`src/rtl/mem_bus_arbiter.sv`:
```
// mem_bus_arbiter: round-robin two-port arbiter sequencing one memory bus transaction at a time
module mem_bus_arbiter #(
   parameter int WIDTH   = 32,
   parameter int LATENCY = 1
) (
   input  logic             clk,
   input  logic             reset,
   input  logic             m0_req,
   input  logic             m0_we,
   input  logic [WIDTH-1:0] m0_addr,
   input  logic [WIDTH-1:0] m0_wdata,
   input  logic [3:0]       m0_byteen,
   output logic             m0_ready,
   output logic [WIDTH-1:0] m0_rdata,
   input  logic             m1_req,
   input  logic             m1_we,
   input  logic [WIDTH-1:0] m1_addr,
   input  logic [WIDTH-1:0] m1_wdata,
   input  logic [3:0]       m1_byteen,
   output logic             m1_ready,
   output logic [WIDTH-1:0] m1_rdata,
   output logic             bus_mem_read,
   output logic             bus_mem_write,
   output logic [WIDTH-1:0] bus_addr,
   output logic [WIDTH-1:0] bus_wdata,
   output logic [3:0]       bus_byteen,
   input  logic [WIDTH-1:0] bus_rdata,
   output logic             busy,
   output logic             gnt_id
);
   typedef enum logic [1:0] {IDLE, CMD, WAIT, RESP} state_t;
   state_t state, state_nx;
   logic last_grant, gnt, we_q, win, any_req;
   logic [3:0] cnt;
   logic [WIDTH-1:0] addr_q, wdata_q;
   logic [3:0] byteen_q;
   assign any_req = m0_req | m1_req;
   // on a tie the port not granted last wins
   assign win = (m0_req & m1_req) ? ~last_grant : m1_req;
   always_ff @(posedge clk) begin
      if (reset) begin
         state      <= IDLE;
         last_grant <= 1'b1;
         cnt        <= '0;
         gnt        <= 1'b0;
         we_q       <= 1'b0;
         addr_q     <= '0;
         wdata_q    <= '0;
         byteen_q   <= '0;
      end else begin
         state <= state_nx;
         cnt   <= state == CMD ? 4'(LATENCY > 1 ? LATENCY - 2 : 0) : state == WAIT ? cnt - 4'd1 : cnt;
         if (state == IDLE && any_req) begin
            gnt        <= win;
            last_grant <= win;
            we_q       <= win ? m1_we : m0_we;
            addr_q     <= win ? m1_addr : m0_addr;
            wdata_q    <= win ? m1_wdata : m0_wdata;
            byteen_q   <= win ? m1_byteen : m0_byteen;
         end
      end
   end
   always_comb begin
      state_nx = state == IDLE ? (any_req ? CMD : IDLE) :
                 state == CMD  ? (LATENCY == 1 ? RESP : WAIT) :
                 state == WAIT ? (cnt == 4'd0 ? RESP : WAIT) : IDLE;
   end
   always_comb begin
      busy          = state != IDLE;
      gnt_id        = gnt;
      bus_mem_write = state == CMD && we_q;
      bus_mem_read  = state == CMD && !we_q;
      bus_addr      = busy ? addr_q : '0;
      bus_wdata     = busy ? wdata_q : '0;
      bus_byteen    = busy ? byteen_q : '0;
      m0_ready      = state == RESP && !gnt;
      m1_ready      = state == RESP && gnt;
      m0_rdata      = (m0_ready && !we_q) ? bus_rdata : '0;
      m1_rdata      = (m1_ready && !we_q) ? bus_rdata : '0;
   end
endmodule

```
`config.mk`:
```
export PLATFORM = sky130hd
export DESIGN_NAME = mem_bus_arbiter
export DESIGN_NICKNAME = d
export VERILOG_FILES = /design/src/rtl/mem_bus_arbiter.sv
export SDC_FILE = /design/constraint.sdc
export NUM_CORES = 1
export LEC_CHECK = 0
export BUFFER_PORTS_ARGS = -buffer_cell sky130_fd_sc_hd__buf_2
export CAP_MARGIN = 15
export CORE_MARGIN = 8
export CORE_UTILIZATION = 35
export CTS_CLUSTER_SIZE = 24
export DETAILED_ROUTE_END_ITERATION = 6
export GPL_TIMING_DRIVEN = 0
export PLACE_DENSITY = 0.82
export SLEW_MARGIN = 0
export SYNTH_ARGS = -nofsm -noshare
export SYNTH_HDL_FRONTEND = slang
export SYNTH_SLANG_ARGS = --single-unit
```
`constraint.sdc`:
```
create_clock -name clk -period 1.6 [get_ports clk]
set_input_delay 0.4 -clock clk [delete_from_list [all_inputs] [get_ports clk]]
set_output_delay 0.4 -clock clk [all_outputs]
set_load 0.01 [all_outputs]
```
==> results of run 1 <==
[what timing repair did]
action | in CTS | in global routing
buffers inserted | 3 | 0
pin swaps | 29 | 0
setup endpoints to repair | 209 | 205
cloned | 4 | 0
resized for setup | 97 | 26
[Yosys cell counts (all sizes together)]
library cell,count,area (um^2)
a2111oi,1,8.760
a211oi,69,523.0
a21bo,1,10.01
a21boi,1,11.26
a21oi,72,360.4
a22oi,1,7.510
a31oi,1,6.260
and2,66,412.9
buf,28,151.4
clkbuf,25,93.84
dfxtp,77,1541
ha,5,62.56
inv,5,18.77
nand2,70,262.8
nor2,71,266.5
nor2b,72,450.4
nor3,3,15.01
nor3b,1,7.510
nor4b,1,8.760
o21a,1,7.510
o21ai,1,8.760
or2,1,6.260
or4,1,7.510
xnor2,2,17.52
xor2,1,8.760
[logic make-up (layout without fill, tap and decap cells)]
| family | count (synthesis) | in the layout | share of synthesized area |
|---|---|---|---|
| adders and majority gates | 5 | 5 | 0.01463 |
| xor gates and xnor gates | 3 | 3 | 0.006147 |
| DFF | 77 | 77 | 0.3606 |
| and+or+nand+nor | 286 | 286 | 0.3363 |
| buffers and inverters | 58 | 390 | 0.06175 |
| AOI/OAI and AO/OA | 148 | 148 | 0.2207 |
[power groups by stage]
stage	logic, uW	clock network (uW)	registers [uW]
3_5_place_dp	1690	0	2330
3_3_place_gp	1670	0	2320
4_1_cts	1820	1880	2290
2_1_floorplan	1030	0	2300
5_1_grt	2060	1970	2330
6_report	1850	1840	2300
[path summary, 6_finish.rpt]
| kind | endpoint | slack (ns) | cells after the start | from |
|---|---|---|---|---|
| max reg2reg | addr_q[30] | -0.04 | 6 | state[1] |
| min reg2reg | addr_q[19] | 0.49 | 2 | addr_q[19] |
| max | m1_rdata[22] | -0.48 | 7 | state[1] |
| min | addr_q[0] | 0.30 | 3 | m0_addr[0] |
[routing by layer]
layer | global-route usage | vias up
met5 | 0 | -
met1 | 0.2380 | 2409
met4 | 0.07219 | 8
met3 | 0.07708 | 39
met2 | 0.3994 | 219
li1 | - | 2572
[state kept, by name (all words and copies together), names as in the netlist]
| register | cells |
|---|---|
| gnt_id | 1 |
| we_q | 1 |
| state | 2 |
| wdata_q | 32 |
| cnt | 4 |
| byteen_q | 4 |
| addr_q | 32 |
| last_grant | 1 |
[layout make-up]
| type | count | area, um^2 |
|---|---|---|
| buffer | 53 | 440.4 |
| clock inverter | 2 | 10.01 |
| fill | 1136 | 5170 |
| multi-input combinational | 442 | 2587 |
| sequential | 77 | 1544 |
| clock buffer | 13 | 250.2 |
| tap | 147 | 183.9 |
| inverter | 5 | 18.77 |
| timing repair buffer | 317 | 1757 |
[through the flow]
step                instances  power (uW)
floorplan                 577        3329
global placement         1034        3992
detailed placement       1034        4026
CTS                      1056        5999
global route             1056        6347
finish                   1056        5988
[worst max-delay path: cells and delay by family (launching register included)]
| family | cells | cell delay (ns) |
|---|---|---|
| simple gates | 3 | 0.43 |
| buf+inv | 3 | 0.42 |
| flops | 1 | 0.34 |
| fa+ha+maj | 1 | 0.16 |
==> results.yml, run 1 <==
outcome:
  status: "finished with violations"
  violations: "negative setup slack"
placed_design:
  place_congestion: 0.9267
  dpl_worst_slack_ns: -0.7088
  hpwl_um: 14640
  placed_area_um2: 6043
  io_buffers: 310
worst_setup_path:
  cp_data_required_time_ns: 1.20
  critPathLaunchType: "flip-flop"
  path_cells: "ha_4 -> and2_4 -> nor2b_4 -> buf_12 -> clkbuf_8 -> and2_1 -> buf_6"
  endpoint_kind: "output port"
  cp_slowest_cell: "dfxtp_2"
  timing_worst_setup_path_type: "flip-flop to output port"
  critical_path_arrival_ns: 1.68
  worstPathMaxFanout: 8
  cpPeakStageDelay_ns: 0.34
timing:
  timing.hold.ws_ns: 0.3048
  rsz0062_at_grt: "true"
  max_slew_margin: 0.5923
  worst_slack_ns: -0.4797
  period_share: 1.300
  fin_tns_setup_ns: -53.53
  finalSetupViolCount: 145
  hold_viol: 0
  period_needed_ns: 2.080
  max_freq_ghz: 0.4808
  finalClockSkew_ns: 0.005093
  worst_pin_slew_ns: 0.6116
  finalMaxSlewViolations: 0
route:
  vias_per_cell: 4.969
  wl_per_cell_um: 17.58
  ant_nets: 0
  top_layer_used: "met5"
  wl_met2_um: 9502
  drc: 0
  drtIter0Drc: 172
  first_pass_iters: 4
  wl_um: 18570
  routed-wl-met3_um: 1525
  vias: 5247
  wl_met1_um: 7041
hold_path:
  hold_class: "input pin to flip-flop"
layout:
  drive_above_1_share: 0.4455
  layout_common_cells: "buf_2, dfxtp_1, a21oi_1"
  antennaDiodeCount: 0
  final_common_cell: "buf_2"
  fin_util: 0.5678
  area_delta_synth_final_pct: 58.85
  layout.nets: 1084
  fin_area_um2: 6792
clocking:
  cts_buffers: 9
  cts_max_level: 3
  hold_buffers: 0
  cts_root_buf: "clkbuf_16"
  tritoncts: "done"
  cts_num_sinks: 77
  clock_path_buffers: 2
  clk_latency_ns: 0.33
  path_clk_slew_ns: 0.06
global_route:
  grt_pass1_vias: 5249
  grt_antenna_before_repair: 4
  grt_start_max_net_pins: 12
  track_usage: 0.2222
  overflow: 0
  grt_pass1_wl_um: 28500
floorplan:
  die_y_um: 126.5
  io_pins: 312
  start_util: 0.3574
  rows: 40
  fp.dieW_um: 126.5
  core-area_um2: 11960
  die_area_um2: 16010
power_and_ir_drop:
  p_int_uw: 4094
  switchingPower_uw: 1894
  vdd_drop_max_mv: 0.4344
  pwr-share-comb: 0.309
  pwr-share-clk: 0.308
  p_leak_uw: 0.003507
  p_seq_frac: 0.383
  sw_frac_of_total: 0.3163
  p_per_area_nw_per_um2: 881.7
synth:
  ys_types: 28
  syn-instance-count: 577
  synth_area_um2: 4275
  ys_warn_count: 0
  synth.net_count: 756
  avgSynthCellArea_um2: 7.410
  ys_seq_area_frac: 0.3606
  yosys_register_bits: 77
job:
  maxCapViolations: 0
(Power assumes the default switching activity.)
==> run 2, diff against run 1 <==
--- a/constraint.sdc
+++ b/constraint.sdc
@@ -3,2 +3,2 @@
 set_output_delay 0.4 -clock clk [all_outputs]
-set_load 0.01 [all_outputs]
+set_load 0.02 [all_outputs]
==> run 2 against run 1 <==
Compared with the run above: non-clock buffer count up 49; critical path depth unchanged; count of clock-buffer cells in the layout decreased by 2; final cell count is 4.9% higher; setup slack worse by 0.026 ns; sequential power grew 3%; wire length up 38%; largest cell class is now buffers; flip-flop and latch count unchanged; the flow still finishes with violations (negative setup slack).
==> results.yml, run 2 (synthesis results as in run 1) <==
floorplan:
  core-area_um2: 11960
  start_util: 0.3574
  die_area_um2: 16010
  fp.dieW_um: 126.5
  rows: 40
  die_y_um: 126.5
  io_pins: 312
route:
  wl_per_cell_um: 23.06
  vias_per_cell: 5.533
  vias: 6131
  ant_nets: 0
  first_pass_iters: 4
  drc: 0
  wl_um: 25550
  drtIter0Drc: 321
layout:
  top_regs: "addr_q x32, wdata_q x32"
  layout.nets: 1133
  final_common_cell: "buf_2"
  fin_area_um2: 9673
  fin_cells: 1108
  drive_above_1_share: 0.7171
  layout_common_cells: "buf_2, buf_6, dfxtp_1"
  area_delta_synth_final_pct: 126.3
timing:
  worst_pin_slew_ns: 0.7675
  period_needed_ns: 2.106
  finalMaxSlewViolations: 0
  finalSetupViolCount: 200
  hold_viol: 0
  rsz0062_at_grt: "true"
  period_share: 1.316
  finalClockSkew_ns: 0.009698
  max_freq_ghz: 0.4748
  worst_slack_ns: -0.5061
  max_slew_margin: 0.4883
  fin_tns_setup_ns: -65.57
hold_path:
  hold_class: "input pin to flip-flop"
  min_path_cells: 3
global_route:
  grt_pass1_wl_um: 30790
  grt_start_max_net_pins: 13
  track_usage: 0.2414
  grt_antenna_before_repair: 4
  grt_pass1_vias: 5639
  overflow: 0
power_and_ir_drop:
  vdd_drop_max_mv: 0.6654
  power_uw: 8531
  p_leak_uw: 0.004335
  p_per_area_nw_per_um2: 882.0
placed_design:
  place_congestion: 0.9465
  io_buffers: 310
  hpwl_um: 14220
  dpl_worst_slack_ns: -0.6947
  dp.cells: 1034
  placed_area_um2: 6188
job:
  maxCapViolations: 0
clocking:
  cts_num_sinks: 77
  cts_max_level: 3
  clock_path_buffers: 2
  hold_buffers: 0
  path_clk_slew_ns: 0.06
  cts_buffers: 9
  cts_root_buf: "clkbuf_16"
  clk_latency_ns: 0.34
  tritoncts: "done"
worst_setup_path:
  critical_path_arrival_ns: 1.71
  worstPathMaxFanout: 5
  timing_worst_setup_path_type: "flip-flop to output port"
  critPathLaunchType: "flip-flop"
  cp_data_required_time_ns: 1.20
  rr_worst_depth: 10
  endpoint_kind: "output port"
outcome:
  violations: "negative setup slack"
  status: "finished with violations"
run 2: changes by cell type in the layout (fill, tap and decap cells not counted), sizes merged:
cell and change:
bufinv +3, diode +3, clkbuf -2, clkinv -1, buf +49
run 2: final cells by class:
type	count	area, um^2
diodes	3	7.507
plain buffers	52	604.3
clock buffers	11	252.7
clock inverters	4	95.09
fillers	692	2288
inverters	5	23.77
multi-input cells	442	3756
flip-flops and latches	77	1548
well taps	147	183.9
repair buffers	367	3202
run 2: final timing paths:
check               from             to  slack (ns)
max             state[1]  bus_wdata[24]       -0.51
min          m0_addr[14]     addr_q[14]        0.31
max reg2reg     state[1]     wdata_q[4]       -0.21
min reg2reg    addr_q[4]      addr_q[4]        0.49
run 2: where the power goes:
group	leakage [uW]	switching [uW]	total [uW]	internal [uW]
Clock	0.000172	829	2430	1600
Sequential	0.000640	194	2360	2170
Combinational	0.00352	1840	3740	1900
run 2: per-layer routing:
metal / vias up / GRT usage / part of all wire
li1: 2692 / - / -
met1: 2921 / 0.2508 / 0.35
met2: 407 / 0.4547 / 0.52
met3: 109 / 0.06158 / 0.075
met4: 2 / 0.09130 / 0.051
met5: - / 0 / 0.00039
run 2: critical path, stage by stage (launching register included):
cell and delay, ns:
dfxtp_4 0.37, buf_6 0.11, inv_4 0.04, ha_4 0.21, buf_16 0.16, clkbuf_16 0.16, nor2b_1 0.16, buf_4 0.17
run 2: what timing repair did:
item | CTS | global route
gates resized for setup | 314 | 347
gates cloned | 18 | 10
setup buffers | 16 | 15
setup endpoints to repair | 204 | 207
pin swaps | 59 | 82
run 2: per-stage QoR:
stage	util	hold WS, ns
after floorplan	-	0.4689
after global placement	0.5174	0.4804
after detailed placement	0.5174	0.4864
after CTS	0.6771	0.2989
after global routing	0.8087	0.3208
final	0.8087	0.3103
